File: src/rtl/dco_meter_pkg.sv
// Shared types and defaults for the DCO frequency meter and its consumers.
package dco_meter_pkg;

   typedef enum logic [1:0] {
      IDLE   = 2'd0,
      SETTLE = 2'd1,
      GATE   = 2'd2
   } state_t;

   localparam int unsigned DEF_GATE_CYCLES = 100;
   localparam int unsigned DEF_CNT_W       = 16;
   localparam int unsigned DEF_SYNC_STAGES = 2;

   // Width of a counter that runs 0..n-1; never narrower than one bit.
   function automatic int unsigned cnt_width(input int unsigned n);
      return (n < 2) ? 1 : $clog2(n);
   endfunction

endpackage

File: src/rtl/dco_sync_edge.sv
// Multi-flop synchroniser for an asynchronous input followed by a
// rising-edge detector producing a one-cycle pulse in the clk domain.
module dco_sync_edge #(
   parameter int unsigned SYNC_STAGES = 2
) (
   input  logic clk,
   input  logic reset,
   input  logic async_in,
   output logic rise
);

   logic [SYNC_STAGES-1:0] sync_q;
   logic                   prev_q;

   // Shift the async input through the synchroniser and keep the last stage's previous value.
   always_ff @(posedge clk) begin
      if (reset) begin
         sync_q <= '0;
         prev_q <= 1'b0;
      end else begin
         sync_q <= {sync_q[SYNC_STAGES-2:0], async_in};
         prev_q <= sync_q[SYNC_STAGES-1];
      end
   end

   assign rise = sync_q[SYNC_STAGES-1] & ~prev_q;

endmodule

File: src/rtl/dco_freq_meter.sv
// Counts synchronised DCO rising edges over a fixed gate window of clk
// cycles; single-shot or back-to-back continuous windows, saturating result.
module dco_freq_meter
   import dco_meter_pkg::*;
#(
   parameter int unsigned GATE_CYCLES = DEF_GATE_CYCLES,
   parameter int unsigned CNT_W       = DEF_CNT_W,
   parameter int unsigned SYNC_STAGES = DEF_SYNC_STAGES
) (
   input  logic             clk,
   input  logic             reset,
   input  logic             dco_in,
   input  logic             start,
   input  logic             cont,
   output logic [CNT_W-1:0] count,
   output logic             count_valid,
   output logic             ovf,
   output logic             busy
);

   localparam int unsigned GW = cnt_width(GATE_CYCLES);
   localparam int unsigned SW = cnt_width(SYNC_STAGES);
   localparam logic [CNT_W-1:0] ACC_MAX = '1;
   localparam logic [GW-1:0]    GATE_LAST = GW'(GATE_CYCLES - 1);
   localparam logic [SW-1:0]    SETTLE_LAST = SW'(SYNC_STAGES - 1);

   logic rise;

   dco_sync_edge #(
      .SYNC_STAGES(SYNC_STAGES)
   ) u_sync (
      .clk      (clk),
      .reset    (reset),
      .async_in (dco_in),
      .rise     (rise)
   );

   state_t             state_q, state_d;
   logic [SW-1:0]      settle_q, settle_d;
   logic [GW-1:0]      gate_q, gate_d;
   logic [CNT_W-1:0]   acc_q, acc_d;
   logic               sat_q, sat_d;
   logic [CNT_W-1:0]   acc_next;
   logic               sat_next;
   logic               load;

   // Window FSM: next state, counters and end-of-gate result strobe.
   always_comb begin
      state_d  = state_q;
      settle_d = settle_q;
      gate_d   = gate_q;
      acc_d    = acc_q;
      sat_d    = sat_q;
      acc_next = acc_q;
      sat_next = sat_q;
      load     = 1'b0;

      // Saturating accumulate; an edge arriving at full scale is dropped and flagged.
      if (rise) begin
         if (acc_q == ACC_MAX) sat_next = 1'b1;
         else                  acc_next = acc_q + 1'b1;
      end

      unique case (state_q)
         IDLE: begin
            if (start | cont) begin
               state_d  = SETTLE;
               settle_d = '0;
            end
         end
         SETTLE: begin
            if (settle_q == SETTLE_LAST) begin
               state_d = GATE;
               gate_d  = '0;
               acc_d   = '0;
               sat_d   = 1'b0;
            end else begin
               settle_d = settle_q + 1'b1;
            end
         end
         GATE: begin
            acc_d = acc_next;
            sat_d = sat_next;
            if (gate_q == GATE_LAST) begin
               // Result latches from acc_next while the window restarts in the same cycle.
               load    = 1'b1;
               gate_d  = '0;
               acc_d   = '0;
               sat_d   = 1'b0;
               state_d = cont ? GATE : IDLE;
            end else begin
               gate_d = gate_q + 1'b1;
            end
         end
         default: state_d = IDLE;
      endcase
   end

   // State and counter registers.
   always_ff @(posedge clk) begin
      if (reset) begin
         state_q  <= IDLE;
         settle_q <= '0;
         gate_q   <= '0;
         acc_q    <= '0;
         sat_q    <= 1'b0;
      end else begin
         state_q  <= state_d;
         settle_q <= settle_d;
         gate_q   <= gate_d;
         acc_q    <= acc_d;
         sat_q    <= sat_d;
      end
   end

   // Result registers: count/ovf held between windows, valid pulses once per window.
   always_ff @(posedge clk) begin
      if (reset) begin
         count       <= '0;
         ovf         <= 1'b0;
         count_valid <= 1'b0;
      end else begin
         count_valid <= load;
         if (load) begin
            count <= acc_next;
            ovf   <= sat_next;
         end
      end
   end

   assign busy = (state_q != IDLE);

endmodule

File: config.mk
export PLATFORM = sky130hd
export DESIGN_NAME = dco_freq_meter
export DESIGN_NICKNAME = d
export VERILOG_FILES = /design/src/rtl/dco_meter_pkg.sv /design/src/rtl/dco_sync_edge.sv /design/src/rtl/dco_freq_meter.sv
export SDC_FILE = /design/constraint.sdc
export NUM_CORES = 1
export LEC_CHECK = 0
export ABC_AREA = 1
export CAP_MARGIN = 20
export CORE_UTILIZATION = 38
export CTS_CLUSTER_SIZE = 8
export DETAILED_ROUTE_END_ITERATION = 16
export GPL_ROUTABILITY_DRIVEN = 0
export PLACE_DENSITY = 0.67
export SETUP_SLACK_MARGIN = 0.4
export SYNTH_ARGS = -nofsm -noshare
export SYNTH_HDL_FRONTEND = slang
export SYNTH_SLANG_ARGS = --single-unit
File: constraint.sdc
create_clock -name clk -period 1.69 [get_ports clk]
set_input_delay 0.169 -clock clk [delete_from_list [all_inputs] [get_ports clk]]
set_output_delay 0.169 -clock clk [all_outputs]
set_load 0.05 [all_outputs]
==> results by group <==
Power and ir drop
  – Combinational power share: 14.2%
  – P per Cell Area: 705 nW/µm²
  – Peak supply drop: 0.000430 V
  – Sequential share of power: 48.2%
  – Power Total: 2.42 mW
  – Pint: 1.79 mW
  – Sw Share: 25.8%
  – Clk pwr share: 37.6%
  – P_sw: 0.623 mW
  – LEAKAGE: 1.42 nW

Synthesis
  – Post-synthesis cell count: 377
  – Asr flop ratio synth: 0%
  – Post-synth EDFFs: 0
  – Synth cell count leaders: 111 x nand2_1, 53 x inv_1, 48 x dfxtp_1
  – Register bit count reported by yosys: 48
  – Post-synth top flop: dfxtp_1
  – Yosys top cell by area: dfxtp_1
  – Post-synth cell types: 30
  – Top-count cell post-synth: nand2_1
  – Top-area cell type share of the netlist area: 38.1%
  – Avg Inst Size Synth: 6.69 µm²
  – Register area share after synthesis: 38.1%
  – Top post-synthesis cells by area: dfxtp_1 38%, nand2_1 17%, inv_1 7.9%, a21oi_1 5.6%, nand3_1 5.4%
  – Synth warnings: 0
  – Syn Nets: 384
  – Cell area after synthesis: 2520 µm²

Cells and area
  – Filler instances: 597
  – Number of antenna diodes: 0
  – Finished Cell Area: 3430 µm²
  – Final Non-Filler Cells: 499
  – Synthesis-to-finish area growth: 36.0%
  – Share of layout cells above drive strength 1: 32.5%
  – Final net count: 429

Placement
  – DP Area: 2920 µm²
  – Port-buffer cells: 23
  – Post-Place Cells: 479
  – DP Worst Slack: 186 ps
  – Placed wire-length estimate: 4320 µm

Detailed routing
  – Routed via count: 2479
  – Number of nets with antenna violations after routing: 0
  – Routed WL per cell: 13.1 µm
  – Via density: 4.97
  – Iteration-0 DRC Markers: 175
  – Total Routed Length: 6520 µm
  – Drt drc: 0
  – Drt pass-1 iters: 4

STA
  – Worst Skew: 9.56 ps
  – Max frequency: 655 MHz
  – Final Hold Fails: 0
  – RSZ-0062 raised after global routing: yes
  – Minimum clock period: 1530 ps
  – Final setup fails: 0
  – Tcrit/Tclk final: 90.4%
  – Slew headroom: 81.0%
  – Worst-margin pin slew: 286 ps
  – Setup TNS: 0 ps
  – Final worst slack: 162 ps
  – Slew Limit Fails: 0

Clocking
  – Clk Latency, worst-skew pair: 300 ps
  – Clk sinks: 48
  – Root Buffer: clkbuf_8
  – Post-CTS Hold Fix Bufs: 0
  – CTS max path bufs: 2
  – CTS H-tree depth: 2
  – CTS tree: done
  – Inserted Clock Buffers: 5
  – Reg clk slew, reported paths: 80 ps

Flow run
  – Max-cap violations: 0

Global routing
  – Overflow left after global routing: 0
  – Largest net degree at the start of global routing: 20
  – Global Route Usage Sum: 17.8%
  – Vias in the first global route: 2239
  – Initial antenna violation count: 0
  – First-pass GRT wire length: 10200 µm

Critical path
  – FF-to-FF setup slack: 160 ps
  – Critical Path End: acc_q[3]
  – Data required, critical path: 1920 ps
  – Startpoint Class: flip-flop
  – R2R cell count: 9
  – R2r endpoint: acc_q[3]
  – CP arrival: 1760 ps
  – Crit. Startpoint: acc_q[0]
  – WS Path Type: reg2reg
  – RR Startpoint: acc_q[0]
  – Crit path max fanout: 5
  – Nature of the critical path endpoint: flip-flop

Floorplan
  – Die ar.: 6960 µm²
  – Num rows: 29
  – Core Box Area: 6390 µm²
  – IO Pins: 24
  – Die Ht: 83.5 µm
  – Die W: 83.5 µm
  – Effective utilization at floorplan: 39.5%

Run status
  – Status: finished, final reports clean

Min path
  – Type of the tightest min-delay check: in2reg
how the worst min path moves through the flow:
| stage | depth (start not counted) | endpoint | startpoint |
|---|---|---|---|
| final | 3 | u_sync.sync_q[0] | dco_in |
| after global routing | 3 | u_sync.sync_q[0] | dco_in |
| after CTS | 3 | u_sync.sync_q[0] | dco_in |
| after detailed placement | 2 | u_sync.sync_q[1] | u_sync.sync_q[0] |
| after global placement | 2 | u_sync.sync_q[1] | u_sync.sync_q[0] |
| after floorplan | 2 | u_sync.sync_q[0] | dco_in |
power groups by stage:
stage	clock [mW]	sequential [mW]	combinational, mW
4_1_cts	0.921	1.17	0.273
3_3_place_gp	0	1.19	0.231
5_1_grt	0.970	1.17	0.368
3_5_place_dp	0	1.19	0.230
2_1_floorplan	0	1.19	0.173
6_report	0.908	1.17	0.343
sequential cells by signal (all words and copies together) (netlist names):
name and flops:
acc_q 16, ovf 1, state_q 2, sat_q 1
u_sync.sync_q 2, gate_q 7, u_sync.prev_q 1, count 16
settle_q 1, count_valid 1
per-layer routing:
layer / wire [µm] / track usage [%] / vias up
met4: 85 / 5.70 / 0
met3: 392 / 3.56 / 9
met2: 3000 / 28.6 / 63
li1: - / - / 1276
met5: 0 / 0 / -
met1: 3040 / 24.2 / 1131
cells in the final DEF, fill, tap and decap left out, drive strengths merged:
master	instances
nor2	40
o211ai	2
dfxtp	48
nand3	29
clkdlybuf4s15	14
a21oi	28
nand3b	2
o21bai	2
xor2	2
ha	2
xnor2	1
inv	57
o21a	11
nand4	3
buf	25
clkdlybuf4s50	4
o21ai	17
nor3	5
bufinv	1
clkbuf	8
clkinv	3
nand2	118
cells by family (layout without fill, tap and decap cells):
kind of cell | Yosys count | after routing | synth area share [%]
buffers and inverters | 68 | 112 | 11.4
flip-flops | 48 | 48 | 38.1
adder cells (fa/ha/maj) | 2 | 2 | 0.992
XOR/XNOR | 3 | 3 | 1.04
AO/OA/AOI/OAI | 60 | 60 | 13.4
AND/OR/NAND/NOR | 196 | 197 | 35.0
layout make-up:
type / instances / area [µm²] / share of cell area, %
clock buffer: 6 / 93.8 / 2.74
clock inverter: 1 / 30.0 / 0.876
sequential: 48 / 985 / 28.7
inverter: 58 / 236 / 6.90
timing repair inverter: 2 / 22.5 / 0.657
timing repair buffer: 45 / 430 / 12.6
multi-input combinational: 262 / 1530 / 44.7
tap: 77 / 96.3 / 2.81
worst max-delay path: stages, from the launching register on:
cell     delay, ps
dfxtp_4        390
ha_4           170
nand2_4         50
nor2_4         170
nand2_4        120
inv_6          100
nand2_8         80
nand3_1        120
nand3_1        130
a21oi_1        140
through the flow:
stage / hold slack (ps) / util [%]
floorplan: 276 / -
global placement: 396 / 45.7
detailed placement: 394 / 45.7
CTS: 386 / 49.9
global route: 396 / 53.7
finish: 382 / 53.7
what timing repair did:
item | 4_1_cts | 5_1_grt
pin swaps | 9 | 26
gates resized for setup | 71 | 58
setup endpoints to repair | 58 | 45
gates cloned | 1 | 2
buffers inserted | 5 | 5
Note: power is estimated with default switching activity, not from simulation.
